[src/rtl/reg_sequencer.sv]
// Sequencer for the 4-bit calculator: turns one accepted command into per-cycle X/Y/Z opcodes and a ULA select.
// Latency from acceptance to done: NOP/illegal 1, CLR/MOVZ 2, ALU 4, shifts count+1; every output is registered.
// Backpressure: busy stays high through the DONE cycle, and start is ignored (not queued) while busy.
module reg_sequencer (
    input  logic       clk,
    input  logic       rst_n,
    input  logic       start,
    input  logic [2:0] cmd,
    input  logic [1:0] op_sel,
    input  logic [1:0] count,
    output logic       busy,
    output logic       done,
    output logic       err,
    output logic [3:0] tx,
    output logic [3:0] ty,
    output logic [3:0] tz,
    output logic [1:0] ula_sel
);
    localparam logic [3:0] HOLD   = 4'd0;
    localparam logic [3:0] LOAD   = 4'd1;
    localparam logic [3:0] SHIFTR = 4'd2;
    localparam logic [3:0] SHIFTL = 4'd3;
    localparam logic [3:0] CLEAR  = 4'd4;

    typedef enum logic [2:0] {IDLE, LDX, LDY, LDZ, CLR, SHIFT, DONE} state_t;

    state_t     state, state_nxt;
    logic [1:0] cnt, cnt_nxt;
    logic [1:0] op_q, op_nxt;
    logic       shl_q, shl_nxt;
    logic       busy_nxt, done_nxt, err_nxt;
    logic [3:0] tx_nxt, ty_nxt, tz_nxt;
    logic [1:0] ula_nxt;

    always_ff @(posedge clk or negedge rst_n) begin
        if (!rst_n) begin
            state   <= IDLE;
            cnt     <= 2'd0;
            op_q    <= 2'd0;
            shl_q   <= 1'b0;
            busy    <= 1'b0;
            done    <= 1'b0;
            err     <= 1'b0;
            tx      <= HOLD;
            ty      <= HOLD;
            tz      <= HOLD;
            ula_sel <= 2'd0;
        end else begin
            state   <= state_nxt;
            cnt     <= cnt_nxt;
            op_q    <= op_nxt;
            shl_q   <= shl_nxt;
            busy    <= busy_nxt;
            done    <= done_nxt;
            err     <= err_nxt;
            tx      <= tx_nxt;
            ty      <= ty_nxt;
            tz      <= tz_nxt;
            ula_sel <= ula_nxt;
        end
    end

    always_comb begin
        state_nxt = state;
        cnt_nxt   = cnt;
        op_nxt    = op_q;
        shl_nxt   = shl_q;
        err_nxt   = 1'b0;
        case (state)
            IDLE: begin
                if (start) begin
                    op_nxt  = op_sel;
                    cnt_nxt = count;
                    shl_nxt = (cmd == 3'b100);
                    case (cmd)
                        3'b000:         state_nxt = DONE;
                        3'b001:         state_nxt = CLR;
                        3'b010:         state_nxt = LDX;
                        3'b011, 3'b100: state_nxt = (count == 2'd0) ? DONE : SHIFT;
                        3'b101:         state_nxt = LDZ;
                        default: begin
                            state_nxt = DONE;
                            err_nxt   = 1'b1;
                        end
                    endcase
                end
            end
            LDX:  state_nxt = LDY;
            LDY:  state_nxt = LDZ;
            LDZ:  state_nxt = DONE;
            CLR:  state_nxt = DONE;
            SHIFT: begin
                // Leave once the decremented count reaches zero: exactly count shift cycles.
                cnt_nxt = cnt - 2'd1;
                if (cnt == 2'd1)
                    state_nxt = DONE;
            end
            DONE:    state_nxt = IDLE;
            default: state_nxt = IDLE;
        endcase

        // Outputs are decoded from the next state so they register alongside it.
        busy_nxt = (state_nxt != IDLE);
        done_nxt = (state_nxt == DONE);
        tx_nxt   = HOLD;
        ty_nxt   = HOLD;
        tz_nxt   = HOLD;
        ula_nxt  = 2'd0;
        case (state_nxt)
            LDX:   tx_nxt = LOAD;
            LDY: begin
                ty_nxt  = LOAD;
                ula_nxt = op_nxt;
            end
            LDZ:   tz_nxt = LOAD;
            CLR: begin
                tx_nxt = CLEAR;
                ty_nxt = CLEAR;
                tz_nxt = CLEAR;
            end
            SHIFT: tz_nxt = shl_nxt ? SHIFTL : SHIFTR;
            default: ;
        endcase
    end
endmodule

[config.mk]
export PLATFORM = sky130hd
export DESIGN_NAME = reg_sequencer
export DESIGN_NICKNAME = d
export VERILOG_FILES = /design/src/rtl/reg_sequencer.sv
export SDC_FILE = /design/constraint.sdc
export NUM_CORES = 1
export LEC_CHECK = 0
export CAP_MARGIN = 20
export CORE_MARGIN = 3
export CORE_UTILIZATION = 35
export CTS_BUF_LIST = sky130_fd_sc_hd__clkbuf_8
export CTS_CLUSTER_DIAMETER = 120
export DETAILED_ROUTE_END_ITERATION = 8
export SLEW_MARGIN = 15
export SYNTH_ARGS = -nofsm -noshare
export SYNTH_HDL_FRONTEND = slang
export SYNTH_SLANG_ARGS = --single-unit
export TNS_END_PERCENT = 30
[constraint.sdc]
create_clock -name clk -period 2 [get_ports clk]
set_clock_uncertainty 0.05 [all_clocks]
set_input_delay 0.4 -clock clk [delete_from_list [all_inputs] [get_ports clk]]
set_output_delay 0.4 -clock clk [all_outputs]
set_load 0.02 [all_outputs]
==> results of run 1 <==
cells in the mapped netlist (all sizes together):
master,number,area share [%]
and2b,1,0.88
nor2b,1,0.63
dfrtp,19,48
nand2,8,3.0
and3,1,0.75
nand3,1,0.50
buf,9,7.3
nor2,5,1.9
mux2i,1,1.0
o21a,2,1.5
inv,5,1.9
o31ai,3,3.6
o21bai,1,0.75
nor3b,5,3.8
or3b,1,0.88
a21oi,2,1.0
o2111a,1,1.1
o21ba,1,1.0
and3b,1,0.88
or4b,1,1.4
a2111oi,1,1.0
nor4b,2,3.3
a22o,1,1.0
o21ai,1,0.50
o221ai,1,1.5
a31oi,1,0.63
conb,1,0.38
nor3,4,2.0
a211oi,2,1.5
nor4bb,1,1.0
nand2b,2,1.3
ha,1,1.3
and2,4,2.6
o22ai,1,0.63
layer usage:
metal	global-route usage, %	up-vias	share of wire (%)
met5	0	-	0
met4	6.796	0	2.3
met3	2.397	5	4.7
met2	21.37	18	50
met1	16.67	370	43
li1	-	399	-
cells in the final DEF (no fill, tap or decap), drive strengths merged, types with 2 or more instances in the layout:
cell type / Yosys / routed
a21oi: 2 / 2
nor4b: 2 / 2
and2: 4 / 4
clkdlybuf4s50: 0 / 21
buf: 9 / 21
o21a: 2 / 2
nand2b: 2 / 2
conb: 1 / 5
clkbuf: 0 / 3
nor3: 4 / 4
inv: 5 / 5
nand2: 8 / 8
dfrtp: 19 / 19
o31ai: 3 / 3
nor3b: 5 / 5
nor2: 5 / 5
a211oi: 2 / 2
worst min-delay path by stage:
| stage | start | endpoint | depth (start not counted) |
|---|---|---|---|
| global route | rst_n | cnt[1] | 2 |
| detailed placement | op_q[0] | op_q[0] | 2 |
| floorplan | rst_n | busy | 0 |
| finish | rst_n | cnt[1] | 2 |
| global placement | op_q[1] | op_q[1] | 2 |
| CTS | rst_n | cnt[1] | 2 |
through the flow:
stage,total power [mW],area [um^2],instances
6_report,1.831,1408,163
5_1_grt,1.981,1408,163
4_1_cts,1.838,1391,163
3_5_place_dp,1.558,1345,159
3_3_place_gp,1.534,1345,159
2_1_floorplan,1.201,1012,96
worst max-delay path: stages:
cell	delay [ns]
clkdlybuf4s50_1	0.51
or4b_4	0.51
o31ai_4	0.30
o2111a_1	0.22
o21ba_1	0.12
report_power, final:
group          internal (mW)  total (mW)  switching, mW
clock network          0.139       0.265          0.127
registers              0.519       0.605         0.0863
logic                  0.484       0.960          0.476
total                   1.14        1.83          0.689
sequential cells by signal (all words and copies together), names as in the netlist:
name	count
err	1
busy	1
op_q	2
done	1
state	3
shl_q	1
ty	2
tx	1
cnt	2
ula_sel	2
tz	3
cell families after synthesis:
group	Yosys count	synth area share (%)
compound gates	18	15.81
fa+ha+maj	1	1.255
buf+inv	14	9.158
flops	19	47.68
mux	1	1.004
other cells	1	0.3761
simple gates	38	24.72
cell type report:
type | count | area share, %
multi-input combinational | 63 | 32.80
inverter | 5 | 1.333
sequential | 19 | 33.78
tap | 30 | 2.667
timing repair buffer | 42 | 26.13
clock buffer | 3 | 2.933
clock inverter | 1 | 0.3556
==> flow_summary.yaml, run 1 <==
yosys:
  syn_area_per_cell_um2: 10.84
  ys_seq_area_share_pct: 47.68
  synth_cells: 92
  ys_types: 40
  synthesis.area_um2: 997.2
  synth_seq_cells: 19
  yosysWarnings: 0
route:
  drtPass1Iterations: 3
  drc_errors: 0
  vias_per_cell: 4.859
  detail_route.wl_per_cell_um: 12.60
  first_iter_violations: 8
  ant_nets: 0
  via_count: 792
  wirelength_mm: 2.054
timing:
  post-route-period-util_pct: 95.88
  hold_viol_final: 0
  setup_viol: 0
  fin_crit_ns: 1.918
  whs_ns: 0.4198
  maxSlewViolCount: 0
  finalWorstSetupSlack_ns: 0.08234
  rsz0062_at_grt: "yes"
  finalSetupTns_ns: 0
  fmax_mhz: 521.5
layout:
  num_antenna_cells: 0
  seqCellArea_um2: 475.5
  area_growth_pct: 41.15
  post-route-util_pct: 54.35
  multi_input_area_um2: 461.7
  layout.nets: 145
  drive_gt1_share_pct: 27.82
  n_fill_cell: 228
flow_run:
  maxCapViolCount: 0
floorplan:
  coreArea_um2: 2590
  io_pins: 27
  initial_core_util_pct: 38.50
  num_rows: 18
  die_x_um: 59.38
  die_h_um: 59.38
  dieArea_um2: 3525
clock_network:
  post_cts_resized: 0
  h-tree-depth: 1
  cts_inserted_buffers: 3
  cts_tree: "built"
  insertion_delay_ns: 0.26
  cts_hold_buf: 0
  cts.sinks: 19
  root_buffer: "clkbuf_8"
  clk_pin_slew_ns: 0.07
  clockBufferDepth: 2
  post_cts_buffers: 0
global_routing:
  overflow: 0
  antenna_found_initial: 0
  grt_max_degree: 20
  grt_pass1_vias: 793
  grt_usage_pct: 13.20
  grt_first_pass_wirelength_mm: 3.463
critical_path:
  crit_start: "start"
  rr_worst_depth: 4
  crit_end: "tz[0]"
  cp_max_fo: 3
  reg2reg_to: "tz[0]"
  r2r_start: "state[0]"
  worstPathArrival_ns: 2.07
  cp-end-kind: "flip-flop"
  worstSetupPathType: "primary input to flip-flop"
  r2r_setup_slack_ns: 0.20
  cp-start-kind: "primary input"
  crit_required_ns: 2.15
hold_path:
  hold_class: "primary input to asynchronous set/reset pin"
placement:
  pre_cts_ws_ns: -0.2304
  place_congestion: 0.8181
  place_hpwl_mm: 1.641
  io_buffers: 21
status:
  status: "finished clean"
power:
  ir_worst_vdd_uv: 896.8
  powerDensity_nw_per_um2: 1301
  p_leak_nw: 0.6523
(Power assumes the default switching activity.)
==> run 2, diff against run 1 <==
- clock period: 2 -> 2.08 ns (I/O delays scaled with it)
==> run 2 against run 1 <==
Cell count decreased by 1.8%; register-to-register slack barely moved; non-clock buffer count shrank 3; via count fell by 1.8%; count of clock-buffer cells in the layout stayed put; sequential share of layout area increased by 0.58 points; largest cell class unchanged.
==> flow_summary.yaml, run 2 (same netlist as run 1, synthesis figures left out) <==
power:
  combPwrFrac_pct: 50.3
  power.net_switching_uw: 647.0
  p_leak_nw: 0.6385
  netSwitchingFraction_pct: 37.66
  ir_worst_vdd_uv: 997.8
  p_seq_share_pct: 35.7
  p_int_mw: 1.071
  power_frac_clock_pct: 14.0
  powerDensity_nw_per_um2: 1241
timing:
  finalSetupTns_ns: 0
  post-route-period-util_pct: 95.36
  finalWorstSetupSlack_ns: 0.09644
  maxSlewViolCount: 0
  setup_viol: 0
  fmax_mhz: 504.1
  fin_crit_ns: 1.984
  hold_viol_final: 0
  rsz0062_at_grt: "no"
floorplan:
  die_h_um: 59.38
  io_pins: 27
  dieArea_um2: 3525
  coreArea_um2: 2590
  die_x_um: 59.38
  num_rows: 18
  initial_core_util_pct: 38.50
placement:
  place_congestion: 0.8146
  place_hpwl_mm: 1.642
  pre_cts_ws_ns: -0.1502
  io_buffers: 21
global_routing:
  grt_usage_pct: 12.61
  grt_first_pass_wirelength_mm: 3.360
  grt_max_degree: 20
  overflow: 0
  antenna_found_initial: 0
  grt_pass1_vias: 803
clock_network:
  h-tree-depth: 1
  post_cts_resized: 0
  cts_hold_buf: 0
  clockBufferDepth: 2
  root_buffer: "clkbuf_8"
  cts_inserted_buffers: 3
  clk_pin_slew_ns: 0.07
  insertion_delay_ns: 0.25
  cts_tree: "built"
  cts.sinks: 19
  post_cts_buffers: 0
layout:
  area_growth_pct: 38.77
  top_regs: "state x3, tz x3"
  drive_gt1_share_pct: 25.38
  final_cell_mix: "clkdlybuf4s50_1 (21), dfrtp_1 (19), buf_4 (18), nand2_1 (8)"
  layout.nets: 142
  layout_commonest_cell: "clkdlybuf4s50_1"
  num_antenna_cells: 0
critical_path:
  worstSetupPathType: "primary input to flip-flop"
  r2r_setup_slack_ns: 0.20
  cp-start-kind: "primary input"
  cp_max_fo: 3
  worstPathArrival_ns: 2.12
  cp-end-kind: "flip-flop"
  crit_required_ns: 2.22
route:
  ant_nets: 0
  vias_per_cell: 4.863
  via_count: 778
  first_iter_violations: 13
  detail_route.wl_per_cell_um: 12.94
  drc_errors: 0
  wirelength_mm: 2.070
  drtPass1Iterations: 2
flow_run:
  maxCapViolCount: 0
status:
  status: "finished clean"
hold_path:
  hold_class: "flip-flop to flip-flop"
[run 2: cell types whose count changed in the layout (fill, tap and decap cells not counted)]
| cell | previous run | this run |
|---|---|---|
| buf_4 | 21 | 18 |
| clkinv_2 | 1 | 0 |
| inv_1 | 4 | 5 |
[run 2: worst max-delay path, cell delays in order]
cell	delay (ns)
clkdlybuf4s50_1	0.53
or4b_4	0.52
o31ai_4	0.31
o2111a_1	0.22
o21ba_1	0.13
[run 2: path summary, 6_finish.rpt]
path                            cells after the start     start  endpoint
worst max-delay path                                5     start     tz[0]
worst min register to register                      2   op_q[0]   op_q[0]
max in group asynchronous                           2     rst_n      done
worst max register to register                      4  state[0]     tz[0]
min in group asynchronous                           2     rst_n    cnt[1]
worst min-delay path                                2   op_q[0]   op_q[0]
[run 2: power groups by stage]
stage	clock [mW]	sequential [mW]	combinational, mW
floorplan	0	0.612	0.543
global placement	0	0.613	0.830
detailed placement	0	0.620	0.852
CTS	0.249	0.614	0.855
global route	0.265	0.635	0.962
finish	0.241	0.613	0.864
[run 2: through the flow]
step           area [um^2]  power (mW)  hold WS, ns  util, %  cells
6_report              1384       1.718       0.4327    53.43    160
5_1_grt               1384       1.863       0.4711    53.43    160
4_1_cts               1368       1.717       0.4410    52.80    160
3_5_place_dp          1323       1.472       0.4250    51.06    156
3_3_place_gp          1323       1.443       0.4136    51.06    156
2_1_floorplan         1012       1.155      0.07041        -     96
[run 2: area by class of cell]
cell class                 count  area (um^2)
clock buffer                   3        41.29
clock inverter                 1        3.754
fill                         242         1206
inverter                       5        18.77
multi-input combinational     63        461.7
sequential                    19        475.5
tap                           30        37.54
timing repair buffer          39        345.3
[run 2: per-layer routing]
| layer | wire length, um | vias up | part of all wire (%) | global-route usage [%] |
|---|---|---|---|---|
| met4 | 0 | 0 | 0 | 0.9709 |
| li1 | - | 392 | - | - |
| met5 | 0 | - | 0 | 0 |
| met1 | 875 | 366 | 42 | 14.62 |
| met3 | 141 | 0 | 6.8 | 5.664 |
| met2 | 1053 | 20 | 51 | 22.15 |
